### src/rtl/wb_regfile.sv
// Write-back stage and 32x32 architectural register file (x0 reads zero) with committed-write counter.
// Define WB_REGFILE_BYPASS_EN to forward the in-flight write-back value onto the read ports.
module wb_regfile (
  input  logic        clk,
  input  logic        rst_n,
  input  logic        wb_adv,
  input  logic [31:0] alu_result_in,
  input  logic [31:0] load_data_in,
  input  logic [4:0]  rd_in,
  input  logic        wb_reg_file_in,
  input  logic        memtoreg_in,
  input  logic [4:0]  rs1_addr,
  input  logic [4:0]  rs2_addr,
  output logic [31:0] rs1_data,
  output logic [31:0] rs2_data,
  output logic [31:0] wb_data,
  output logic        wb_we,
  output logic [31:0] wr_count
);

  logic [31:0] regs_q [32];
  logic [31:0] wr_count_q;
  logic [31:0] wr_count_d;

  assign wb_data    = memtoreg_in ? load_data_in : alu_result_in;
  assign wb_we      = rst_n & wb_adv & wb_reg_file_in & (rd_in != 5'd0);
  assign wr_count_d = wr_count_q + 32'd1;
  assign wr_count   = wr_count_q;

  always_ff @(posedge clk) begin
    if (!rst_n) begin
      for (int unsigned i = 0; i < 32; i++) begin
        regs_q[i] <= '0;
      end
      wr_count_q <= '0;
    end else if (wb_we) begin
      regs_q[rd_in] <= wb_data;
      wr_count_q    <= wr_count_d;
    end
  end

  // Address 0 short-circuits ahead of both stored state and bypass.
  always_comb begin
    rs1_data = '0;
    if (rs1_addr != 5'd0) begin
      rs1_data = regs_q[rs1_addr];
`ifdef WB_REGFILE_BYPASS_EN
      if (wb_we && (rs1_addr == rd_in)) rs1_data = wb_data;
`endif
    end
  end

  always_comb begin
    rs2_data = '0;
    if (rs2_addr != 5'd0) begin
      rs2_data = regs_q[rs2_addr];
`ifdef WB_REGFILE_BYPASS_EN
      if (wb_we && (rs2_addr == rd_in)) rs2_data = wb_data;
`endif
    end
  end

endmodule

### config.mk
export PLATFORM = sky130hd
export DESIGN_NAME = wb_regfile
export DESIGN_NICKNAME = d
export VERILOG_FILES = /design/src/rtl/wb_regfile.sv
export SDC_FILE = /design/constraint.sdc
export NUM_CORES = 2
export LEC_CHECK = 0
export BUFFER_PORTS_ARGS = -buffer_cell sky130_fd_sc_hd__buf_4
export CAP_MARGIN = 20
export CORE_MARGIN = 5
export CORE_UTILIZATION = 59
export DETAILED_ROUTE_END_ITERATION = 6
export PLACE_DENSITY = 0.73
export SLEW_MARGIN = 40
export SYNTH_ARGS = -nofsm -noshare
export SYNTH_HDL_FRONTEND = slang
export SYNTH_SLANG_ARGS = --single-unit
### constraint.sdc
create_clock -name clk -period 4.55 [get_ports clk]
set_input_delay 0.455 -clock clk [delete_from_list [all_inputs] [get_ports clk]]
set_output_delay 0.455 -clock clk [all_outputs]
set_load 0.01 [all_outputs]
# == Word level (Yosys, flattened, before mapping) ==
# Memory sizes are Yosys's and may differ from the RTL's.
# Index checks and enable logic that the tools add are counted.
# word_totals
output_inout_bits,129
regBits,32
mem_bits_rw,1024
memories,1
# memory_table
name,words,width,read_ports,rd_clocked_by_memory_dff,write_ports,line_no,source
regs_q,32,32,2,0,32,21,logic [31:0] regs_q [32];
# op_classes
bitwise_logic,3
add_sub_neg,1
reduce_logical,4
n_mux,10
# op_table
cell,n
$mux W32,4
$add A32 B1 Y32 const B,1
$reduce_or A32 Y1,1
$reduce_bool A5 Y1,3
$mux W1,5
$mux W5,1
$and A1 B1 Y1,3

# == Logic depth before layout (Yosys ltp) ==
# depth
ltp_word,8
mapped_depth,8

# == Worst setup path before layout ==
# Ideal clock, no wire load.
# synth_path
path_type,input -> register
from,input rst_n
to,memory regs_q[17][0] (enable)
path_slack_ns,1.790
path_buffers,2
cell_stages,6
setup_ns,0.389
t_arrival_ns,2.371
cell_sequence,buf_2 -> nand3_1 -> nor3b_2 -> nand3_1 -> clkbuf_1 -> nand2_1
# synth_lines
element,line_no,source
start: declaration,5,"input logic rst_n,"
end: declaration,21,

# == Final worst setup path ==
# layout_path
from,input rs1_addr[1]
to,output rs1_data[18]
# layout_via
elab_chain_len,2
elab_cells_between_ends,3
# layout_lines
element,line_no,source
start: declaration,12,"input logic [4:0] rs1_addr,"
$mem_v2 Z32 W32 or $reduce_bool A5 Y1 (tied branches),n/a,
$mux W32 (*),45,if (rs1_addr != 5'd0) begin
end: declaration,14,"output logic [31:0] rs1_data,"
# Mark *: on every way between the ends. The rest lies on a longest branch, timed or not.

==> flow_metrics.env <==
export IMPL_io_buffers=212
export IMPL_r2r_start="wr_count[5]"
export IMPL_drt_iter0_drc=5906
export IMPL_rsz0062_at_grt="false"
export IMPL_postCtsHoldBufs=0
export IMPL_worstPathCellList="buf_8 -> buf_4 -> mux4_2 -> mux2i_1 -> nor2_1 -> a221oi_1 -> a221oi_1 -> buf_4"
export IMPL_cts_resized=0
export IMPL_worst_pin_slew_ps=881.2
export IMPL_cp_end_kind="output port"
export IMPL_yosys_warnings=0
export IMPL_fin_skew_ps=6.666
export IMPL_required_ps=4090
export IMPL_synth_edff_count=1024
export IMPL_cts_root_buffer="clkbuf_16"
export IMPL_min_from="alu_result_in[30]"
export IMPL_cp_slowest_cell="a221oi_1"
export IMPL_die_w_microns=311.7
export IMPL_layout_cells_non_filler=5124
export IMPL_synth_seq_cells=1056
export IMPL_cts_sinks=1056
export IMPL_grt_max_degree=66
export IMPL_syn2layout_area_growth_pct=14.18
export IMPL_layout_commonest_cell="nor2_1"
export IMPL_worstHoldPathType="input pin to register"
export IMPL_synthTopCellsByArea="edfxtp_1 57%, mux4_2 21%, nor2_1 7.6%"
export IMPL_numCtsBuffers=110
export IMPL_synth_area_sq_um=53700
export IMPL_drc=1
export IMPL_period_needed_ps=3930
export IMPL_die_h_microns=311.7
export IMPL_final_max_slew_viol_count=0
export IMPL_violations="design-rule violations"
export IMPL_hold_path_endpoint="regs_q[4][30]"
export IMPL_grt_pass1_vias=37270
export IMPL_rr_endpoint="wr_count[29]"
export IMPL_power_density_nw_per_um2=384.5
export IMPL_routed_via_density=7.147
export IMPL_n_fill_cell=6088
export IMPL_clock_path_buffers=3
export IMPL_vias=36620
export IMPL_power_total_mw=23.58
export IMPL_peakVddDrop_v=0.0003271
export IMPL_fmax_mhz=254.4
export IMPL_nets=3942
export IMPL_drv_cap=0
export IMPL_worstPathArrival_ps=3480
export IMPL_ant_nets=0
export IMPL_wire_per_inst_microns=33.19
export IMPL_critPathKind="input pin to output port"
export IMPL_drive_above_1_share=0.3005
export IMPL_grt_pass1_wl_microns=247200
export IMPL_syn_area_per_cell_sq_um=14.47
export IMPL_critPathLaunchType="input pin"
export IMPL_overflow=0
export IMPL_cts_clk_slew_worst_paths_ps=60
export IMPL_io_pins=213
export IMPL_setup_tns_ps=0
export IMPL_max_stage_delay_ps=600
export IMPL_rows=110
export IMPL_synth_cell_types=42
export IMPL_grt_antenna_before_repair=1
export IMPL_hold_viol_final=0
export IMPL_period_share=0.8638
export IMPL_r2r_cells=5
export IMPL_setup_viol=0
export IMPL_power_leakage_nw=22.09
export IMPL_relSlewSlack=0.4000
export IMPL_synth_top_area_share=0.5726
export IMPL_final_cell_mix="1080 x nor2_1, 1024 x edfxtp_1, 512 x mux4_2"
export IMPL_clk_latency_ps=680
export IMPL_rrSetupSlack_ps=2320
export IMPL_cts_setup_buffers=0
export IMPL_yosysTopAreaCell="edfxtp_1"
export IMPL_status="finished, violations left"
export IMPL_path_delay_family="buffers and inverters"
export IMPL_start_util=0.5957
export IMPL_first_pass_iters=7
export IMPL_crit_cells=8
export IMPL_cp_buffers_inverters=3
export IMPL_dieArea_sq_um=97160
export IMPL_postSynth_asyncResetShare=0
export IMPL_coreArea_sq_um=90150
export IMPL_yosysSeqAreaShare=0.5845
export IMPL_synth_ff_type="edfxtp_1"
export IMPL_routed_wl_microns=170100
export IMPL_syn_inst=3711
export IMPL_path_max_fanout=63
export IMPL_fin_util=0.6802
export IMPL_htree_num_levels=3
export IMPL_numPlacedInstances=4918
export IMPL_gp_congestion=0.8848
export IMPL_cts_tree="built"
export IMPL_whs_path_depth=3
export IMPL_track_usage=0.3462
export IMPL_dp_final_hpwl_microns=104300
==> final cells by class <==
| cell class | count | area [sq um] | share of cell area |
|---|---|---|---|
| diodes | 1 | 2.502 | 0.00004081 |
| clock buffers | 143 | 2993 | 0.04881 |
| clock inverters | 59 | 575.6 | 0.009386 |
| inverters | 39 | 148.9 | 0.002428 |
| multi-input cells | 2254 | 21280 | 0.3470 |
| flip-flops and latches | 1056 | 31390 | 0.5119 |
| well taps | 1176 | 1471 | 0.02400 |
| repair buffers | 396 | 3461 | 0.05644 |
==> stage by stage <==
stage | setup slack, ps | area (sq um) | hold WS [ps]
6_report | 619.6 | 61320 | 154.5
5_1_grt | 559.9 | 61320 | 158.6
4_1_cts | 686.7 | 61260 | 136.8
3_5_place_dp | 696.7 | 57690 | 477.0
3_3_place_gp | 721.6 | 57510 | 462.8
2_1_floorplan | 1790 | 53820 | 506.4
==> synth_stat cells (all sizes together), types with 8 or more instances <==
library cell and n:
a21o 46, a21oi 51, a221oi 109, and3 8
buf 118, clkbuf 275, dfxtp 32, edfxtp 1024
inv 39, mux2 19, mux2i 205, mux4 512
nand2 65, nand3 24, nand4 12, nor2 1082
nor2b 8, o21ai 30, or3 10, xor2 11
==> power by group <==
part           switching, mW  internal (mW)
Clock                   3.82           5.19
Sequential             0.261           11.2
Combinational           1.80           1.35
Total                   5.88           17.7
==> registers in the layout, summed over array words and instances, names as in the netlist <==
signal	cells
regs_q	1024
wr_count	32
==> tightest hold or removal path: stages <==
cell,delay [ps]
buf_4,90
mux2i_4,80
nor2_1,100
==> how the worst max path moves through the flow <==
stage	from	endpoint	slack (ps)
after floorplan	rst_n	regs_q[17][0]	1790
after global placement	rs1_addr[3]	rs1_data[14]	720
after detailed placement	rs1_addr[1]	rs1_data[18]	700
after CTS	rs1_addr[1]	rs1_data[18]	690
after global routing	rs1_addr[1]	rs1_data[18]	560
final	rs1_addr[1]	rs1_data[18]	620
==> cells by family (layout without fill, tap and decap cells) <==
family,Yosys count,after routing,synth area share
buffers and inverters,432,637,0.03325
xor gates and xnor gates,16,16,0.002609
and+or+nand+nor,1226,1226,0.08928
other,1,33,0.00006983
AOI/OAI and AO/OA,243,243,0.03315
muxes,736,736,0.2569
adders and majority gates,1,1,0.0002329
DFF,1056,1056,0.5845
==> layer usage <==
layer | vias to the layer above | GRT usage | wire [microns]
met2 | 3155 | 0.5434 | 80170
met4 | 0 | 0.1895 | 11580
li1 | 14480 | - | -
met5 | - | 0 | 0
met3 | 617 | 0.07170 | 22580
met1 | 18370 | 0.4615 | 55740
No activity file was read; power rests on OpenSTA's default activity.
